File: src/rtl/mean_scan_controller.sv
// Reads N = 2^LOG2_N consecutive samples from a registered-read memory and emits their round-half-up mean.
// Latency: start on edge 0 -> reads in cycles 1..N, mean_valid in cycle N+2. No backpressure: memory answers every read.
module mean_scan_controller #(
  parameter int DATA_W = 8,
  parameter int ADDR_W = 6,
  parameter int LOG2_N = 2
) (
  input  logic              clock,
  input  logic              reset_n,
  input  logic              start,
  input  logic              cont_mode,
  input  logic              abort,
  input  logic [ADDR_W-1:0] base_addr,
  output logic              mem_rd_en,
  output logic [ADDR_W-1:0] mem_addr,
  input  logic [DATA_W-1:0] mem_rd_data,
  output logic              busy,
  output logic [DATA_W-1:0] mean_out,
  output logic              mean_valid
);

  localparam int ACC_W = DATA_W + LOG2_N;
  localparam int SUM_W = ACC_W + 1;
  localparam int HALF  = 1 << (LOG2_N - 1);
  localparam logic [LOG2_N-1:0] CNT_LAST = '1;

  typedef enum logic [1:0] {IDLE, SCAN, DRAIN, DONE} state_t;

  state_t            state, state_nxt;
  logic [LOG2_N-1:0] cnt;
  logic [ACC_W-1:0]  acc;
  logic [ADDR_W-1:0] base_q;
  logic [SUM_W-1:0]  round_sum;
  logic              enter_scan;
  logic              stay_scan;

  always_ff @(posedge clock or negedge reset_n) begin
    if (!reset_n) state <= IDLE;
    else          state <= state_nxt;
  end

  // abort outranks every other transition, including start in IDLE
  always_comb begin
    state_nxt = state;
    case (state)
      IDLE:    if (start && !abort) state_nxt = SCAN;
      SCAN:    if (abort) state_nxt = IDLE;
               else if (cnt == CNT_LAST) state_nxt = DRAIN;
      DRAIN:   state_nxt = abort ? IDLE : DONE;
      DONE:    state_nxt = (cont_mode && !abort) ? SCAN : IDLE;
      default: state_nxt = IDLE;
    endcase
  end

  assign enter_scan = (state_nxt == SCAN) && (state != SCAN);
  assign stay_scan  = (state_nxt == SCAN) && (state == SCAN);
  assign busy       = (state != IDLE);
  assign mean_valid = (state == DONE);

  // Final sample is still on mem_rd_data during DRAIN, so it joins the sum here
  assign round_sum = SUM_W'(acc) + SUM_W'(mem_rd_data) + SUM_W'(HALF);

  always_ff @(posedge clock or negedge reset_n) begin
    if (!reset_n) begin
      mem_rd_en <= 1'b0;
      mem_addr  <= '0;
      base_q    <= '0;
      cnt       <= '0;
      acc       <= '0;
      mean_out  <= '0;
    end else begin
      mem_rd_en <= (state_nxt == SCAN);
      if (enter_scan) begin
        cnt <= '0;
        acc <= '0;
        if (state == IDLE) begin
          base_q   <= base_addr;
          mem_addr <= base_addr;
        end else begin
          mem_addr <= base_q;
        end
      end else if (stay_scan) begin
        cnt      <= cnt + LOG2_N'(1);
        mem_addr <= mem_addr + ADDR_W'(1);
      end
      // The first SCAN cycle has no returned data yet
      if (state == SCAN && cnt != '0) acc <= acc + ACC_W'(mem_rd_data);
      if (state == DRAIN && !abort) mean_out <= DATA_W'(round_sum >> LOG2_N);
    end
  end

endmodule
File: config.mk
export PLATFORM = sky130hd
export DESIGN_NAME = mean_scan_controller
export DESIGN_NICKNAME = d
export VERILOG_FILES = /design/src/rtl/mean_scan_controller.sv
export SDC_FILE = /design/constraint.sdc
export NUM_CORES = 1
export LEC_CHECK = 0
export ABC_AREA = 1
export CAP_MARGIN = 20
export CORE_MARGIN = 2
export CORE_UTILIZATION = 55
export CTS_CLUSTER_SIZE = 25
export DETAILED_ROUTE_END_ITERATION = 12
export PLACE_DENSITY = 0.88
export SLEW_MARGIN = 30
export SYNTH_ARGS = -nofsm -noshare
export SYNTH_HDL_FRONTEND = slang
export SYNTH_SLANG_ARGS = --single-unit
File: constraint.sdc
create_clock -name clock -period 2.3 [get_ports clock]
set_clock_uncertainty 0.1 [all_clocks]
set_input_delay 0.23 -clock clock [delete_from_list [all_inputs] [get_ports clock]]
set_output_delay 0.23 -clock clock [all_outputs]
set_load 0.02 [all_outputs]
==> results of run 1 <==
==> final cells by class <==
| cell class | instances | area, µm² |
|---|---|---|
| clock buffer | 6 | 72.57 |
| clock inverter | 2 | 60.06 |
| timing repair buffer | 48 | 447.9 |
| fill | 310 | 1211 |
| inverter | 56 | 215.2 |
| tap | 52 | 65.06 |
| sequential | 35 | 875.8 |
| multi-input combinational | 249 | 1406 |
==> per-layer routing <==
| metal | up-vias | track usage (%) | part of all wire [%] |
|---|---|---|---|
| li1 | 1190 | - | - |
| met5 | - | 0 | 0 |
| met2 | 73 | 42.49 | 51 |
| met4 | 0 | 7.547 | 2.5 |
| met3 | 17 | 5.063 | 5.1 |
| met1 | 1136 | 32.97 | 41 |
==> cell families after synthesis <==
group | Yosys count | share of synthesized area, %
AND/OR/NAND/NOR | 178 | 30.78
buffers and inverters | 59 | 9.409
AO/OA/AOI/OAI | 42 | 8.609
flip-flops | 35 | 35.04
adder cells (fa/ha/maj) | 26 | 15.12
XOR/XNOR | 3 | 1.051
==> Yosys cell counts, drive strengths merged <==
cell,count,area (µm²)
a21oi,12,60.06
a31oi,1,6.260
buf,3,20.01
dfrtp,35,875.8
fa,7,140.1
ha,19,237.7
inv,56,215.2
nand2,111,429.2
nand3,28,152.7
nand3b,2,15.01
nand4,8,50.05
nor2,26,107.6
nor3,3,15.01
o21a,1,7.510
o21ai,27,135.1
o22ai,1,6.260
xor2,3,26.28
==> layout by cell type (no fill, tap or decap), types with 3 or more instances in the layout <==
cell	netlist	layout
inv_1	49	49
inv_2	5	5
xor2_1	3	3
o21ai_1	14	14
fa_1	7	6
nand4_1	8	8
nand2_2	5	5
a21oi_1	12	12
nor2_1	24	24
buf_4	2	13
nor3_1	3	3
dfrtp_1	35	35
clkdlybuf4s50_1	0	35
o21ai_0	13	13
ha_1	19	17
clkbuf_8	0	5
nand3_1	27	27
nand2_1	106	106
==> how the worst max path moves through the flow <==
stage	slack [ns]	to	cells after the start
2_1_floorplan	0.27	mean_out[7]$_DFFE_PN0P_	11
3_3_place_gp	-0.17	mean_out[7]$_DFFE_PN0P_	12
3_5_place_dp	-0.23	mean_out[7]$_DFFE_PN0P_	12
4_1_cts	0.03	mean_out[3]$_DFFE_PN0P_	11
5_1_grt	0.03	mean_out[4]$_DFFE_PN0P_	9
6_report	0.14	mean_out[3]$_DFFE_PN0P_	11
==> state kept, by name, summed over array words and instances (netlist names) <==
name       flops
mean_out       8
mem_addr       6
mem_rd_en      1
base_q         6
state          2
acc           10
cnt            2
==> metrics by stage <==
| step | setup TNS (ns) | utilization (%) | total power, mW |
|---|---|---|---|
| floorplan | 0 | - | 2.336 |
| global placement | -0.3254 | 68.74 | 2.905 |
| detailed placement | -0.6724 | 68.74 | 3.015 |
| CTS | 0 | 71.78 | 3.706 |
| global route | 0 | 72.18 | 4.046 |
| finish | 0 | 72.18 | 3.741 |
==> critical path: stages <==
cell,delay (ns)
clkdlybuf4s50_1,0.47
inv_1,0.08
ha_4,0.28
inv_1,0.04
ha_2,0.20
fa_2,0.39
nand3_1,0.10
nand3_1,0.11
a21oi_1,0.18
o21ai_0,0.14
nand2_1,0.07
==> power breakdown <==
group          total [mW]  switching, mW  internal [mW]
Combinational        2.03           1.20          0.829
Clock               0.668          0.235          0.433
Sequential           1.04          0.184          0.858
Total                3.74           1.62           2.12
==> results.json, run 1 <==
{
  "routed_wl_um": 6028,
  "row_count": 24,
  "critical_path.startpoint": "mem_rd_data[1]",
  "path_class": "in -> reg",
  "rr_endpoint": "mean_out[3]$_DFFE_PN0P_",
  "clk_path_buf_depth": 2,
  "synth_nets": 388,
  "seq_area_frac_synth_pct": 35.04,
  "nets": 440,
  "post_route_cells_drive_above_1_share_pct": 9.596,
  "synth_warnings": 0,
  "core_area_um2": 4354,
  "vias": 2416,
  "status": "finished clean",
  "insertedDiodeCount": 0,
  "ctsHoldBuffers": 0,
  "dieArea_um2": 5101,
  "syn_avg_cell_area_um2": 7.288,
  "fin_area_um2": 3143,
  "areaGrowthSynthToFinish_pct": 25.73,
  "r2r_start": "acc[1]$_DFFE_PN0P_",
  "dp_slack_ns": -0.2331,
  "vias_per_cell": 5.393,
  "hold_violations": 0,
  "cts_root_buffer": "clkbuf_8",
  "synth.cell_area_um2": 2500,
  "grt_pass1_vias": 2324,
  "post_cts_buffers": 0,
  "cts_sinks": 35,
  "drc": 0,
  "fin_crit_sh_pct": 93.96,
  "routedWlPerCell_um": 13.46,
  "critPathRequiredTime_ns": 2.43,
  "drv_slew": 0,
  "synthCells": 343,
  "rsz0062_at_grt": "no",
  "power_density_nw_per_um2": 1190,
  "drt_first_iter_violations": 196,
  "tightestPinTransition_ns": 0.5200,
  "detailed_place_hpwl_um": 4407,
  "place_area_um2": 2993,
  "dp.cells": 440,
  "whs_ns": 0.2368,
  "fmax_mhz": 462.8,
  "io_buffers": 35,
  "die_y_um": 71.42,
  "worstRegToRegCells": 10,
  "numCtsBuffers": 5,
  "grt_pass1_wl_um": 10250,
  "antenna_found_initial": 0,
  "first_pass_iters": 5,
  "yosysUniqueCellTypes": 25,
  "p_leak_nw": 1.670,
  "cp.arrival_ns": 2.29,
  "grt_max_degree": 36,
  "setup_viol_count_final": 0,
  "cp-end-kind": "flip-flop",
  "io_pins": 36,
  "fin_ws_ns": 0.1390,
  "vdd_drop_max_mv": 0.6450,
  "critPathLaunchType": "input port",
  "drtAntennaViolNets": 0,
  "period_needed_ns": 2.161,
  "drv_cap": 0,
  "grt-ovfl-total": 0,
  "die_w_um": 71.42,
  "clock_latency_ns": 0.29,
  "initial_core_util_pct": 57.41,
  "clkTransAtPathRegs_ns": 0.07,
  "ctsResizeCount": 0,
  "h-tree-depth": 2,
  "cts_tree": "yes",
  "place.gp.congestion": 0.8223,
  "grt_use_total_pct": 25.22,
  "hold_class": "in -> async",
  "r2r_slack_ns": 0.15,
  "relSlewSlack_pct": 65.07,
  "ys_seq_elements": 35,
  "crit_fanout": 3,
  "final_cells": 448
}
No activity file was read; power rests on OpenSTA's default activity.
==> run 2, diff against run 1 <==
--- a/config.mk
+++ b/config.mk
@@ -7,11 +7,13 @@
 export LEC_CHECK = 0
 export ABC_AREA = 1
 export CAP_MARGIN = 20
+export CORE_ASPECT_RATIO = 1.1
 export CORE_MARGIN = 2
-export CORE_UTILIZATION = 55
+export CORE_UTILIZATION = 64
 export CTS_CLUSTER_SIZE = 25
 export DETAILED_ROUTE_END_ITERATION = 12
-export PLACE_DENSITY = 0.88
+export DONT_BUFFER_PORTS = 1
+export PLACE_DENSITY = 0.87
 export SLEW_MARGIN = 30
 export SYNTH_ARGS = -nofsm -noshare
 export SYNTH_HDL_FRONTEND = slang
==> run 2 against run 1 <==
Net effect:
- utilization rose by 0.44 points
- critical path depth did not move
- non-clock buffer count fell by 44
- critical endpoint is now mean_out[7]$_DFFE_PN0P_
- highest routed layer unchanged
==> results.json, run 2 (synthesis gave the netlist of run 1 again) <==
{
  "grt-ovfl-total": 0,
  "dieArea_um2": 4423,
  "drv_slew": 0,
  "cts_root_buffer": "clkbuf_8",
  "final_common_cell": "nand2_1",
  "tns_ns": 0,
  "final_cell_mix": "106 x nand2_1, 49 x inv_1, 35 x dfrtp_1",
  "path_class": "reg -> reg",
  "core_area_um2": 3684,
  "clk_path_buf_depth": 2,
  "p_leak_nw": 1.477,
  "final_cells": 402,
  "drtAntennaViolNets": 0,
  "cp.arrival_ns": 2.23,
  "io_buffers": 0,
  "grt_pass1_wl_um": 9011,
  "largest_reg_flops": 10,
  "io_pins": 36,
  "vias_per_cell": 5.328,
  "fin_crit_sh_pct": 93.73,
  "grt_max_degree": 36,
  "row_count": 23,
  "die_w_um": 63.59,
  "die_y_um": 69.55,
  "status": "finished clean",
  "routed_wl_um": 5073,
  "critPathLaunchType": "flip-flop",
  "nets": 396,
  "clkTransAtPathRegs_ns": 0.08,
  "numCtsBuffers": 5,
  "cts_tree": "yes",
  "post_cts_buffers": 0,
  "routedWlPerCell_um": 12.62,
  "antenna_found_initial": 0,
  "vdd_drop_max_mv": 0.6224,
  "critPathRequiredTime_ns": 2.38,
  "vias": 2142,
  "cts_sinks": 35,
  "drc": 0,
  "grt_pass1_vias": 2062,
  "fmax_mhz": 463.8,
  "reg_top3": "acc (10), mean_out (8)",
  "tightestPinTransition_ns": 0.4511,
  "top_register": "acc",
  "detailed_place_hpwl_um": 3864,
  "post_route_cells_drive_above_1_share_pct": 7.386,
  "cp-end-kind": "flip-flop",
  "crit_fanout": 3,
  "h-tree-depth": 2,
  "areaGrowthSynthToFinish_pct": 7.007,
  "place.gp.congestion": 0.9418,
  "insertedDiodeCount": 0,
  "initial_core_util_pct": 67.87,
  "power_density_nw_per_um2": 1167,
  "first_pass_iters": 4,
  "grt_use_total_pct": 25.53,
  "drv_cap": 0,
  "dp.cells": 392,
  "period_needed_ns": 2.156,
  "relSlewSlack_pct": 69.70,
  "hold_class": "in -> reg",
  "hold_violations": 0,
  "setup_viol_count_final": 0,
  "drt_first_iter_violations": 76,
  "rsz0062_at_grt": "no",
  "clock_latency_ns": 0.29
}
==> run 2: area by class of cell <==
class | count | area, µm²
timing repair buffer | 4 | 45.04
clock inverter | 2 | 12.51
multi-input combinational | 249 | 1391
inverter | 56 | 215.2
clock buffer | 6 | 72.57
tap | 50 | 62.56
sequential | 35 | 875.8
fill | 317 | 1008
==> run 2: critical path: stages, from the launching register on <==
cell and delay (ns):
dfrtp_1 0.36, inv_1 0.09, ha_1 0.32, inv_1 0.05, ha_1 0.24, fa_2 0.38
nand3_1 0.09, nand3_1 0.10, nand2_1 0.10, nand3b_1 0.08, nand3_1 0.08, nand2_1 0.05
==> run 2: final timing paths <==
check / depth (start not counted) / to / slack (ns) / from
setup / recovery: 11 / mean_out[7]$_DFFE_PN0P_ / 0.14 / acc[1]$_DFFE_PN0P_
hold / removal: 3 / state[1]$_DFF_PN0_ / 0.06 / abort
max in group asynchronous: 2 / mean_out[0]$_DFFE_PN0P_ / 1.63 / reset_n
setup reg to reg: 11 / mean_out[7]$_DFFE_PN0P_ / 0.14 / acc[1]$_DFFE_PN0P_
hold reg to reg: 2 / acc[0]$_DFFE_PN0P_ / 0.39 / acc[0]$_DFFE_PN0P_
min in group asynchronous: 2 / acc[1]$_DFFE_PN0P_ / 0.26 / reset_n
==> run 2: layer usage <==
layer / track usage (%) / wire (µm) / part of all wire [%]
met1: 32.80 / 2280 / 45
met2: 41.87 / 2412 / 48
met3: 6.331 / 275 / 5.4
met4: 8.937 / 106 / 2.1
met5: 0 / 0 / 0
==> run 2: timing repair <==
item,4_1_cts,5_1_grt
gates resized for setup,0,1
endpoints found under the setup margin,0,1
endpoints found under the hold margin,35,0
hold buffers,2,0
==> run 2: where the power goes <==
part	switching (mW)	internal [mW]	total, mW	leakage, nW
clock	0.226	0.211	0.438	0.0412
sequential	0.330	0.857	1.19	0.450
combinational	0.939	0.557	1.50	0.985
total	1.50	1.63	3.12	1.48
==> run 2: metrics by stage <==
step	utilization [%]	hold WS [ns]	power [mW]	setup WS (ns)	cell area [µm²]
2_1_floorplan	-	-0.1656	2.336	0.2659	2500
3_3_place_gp	69.43	-0.1650	2.589	0.1799	2557
3_5_place_dp	69.43	-0.1650	2.657	0.1042	2557
4_1_cts	72.55	0.05655	3.125	0.07717	2673
5_1_grt	72.62	0.06957	3.431	0.00002975	2675
6_report	72.62	0.05654	3.121	0.1441	2675
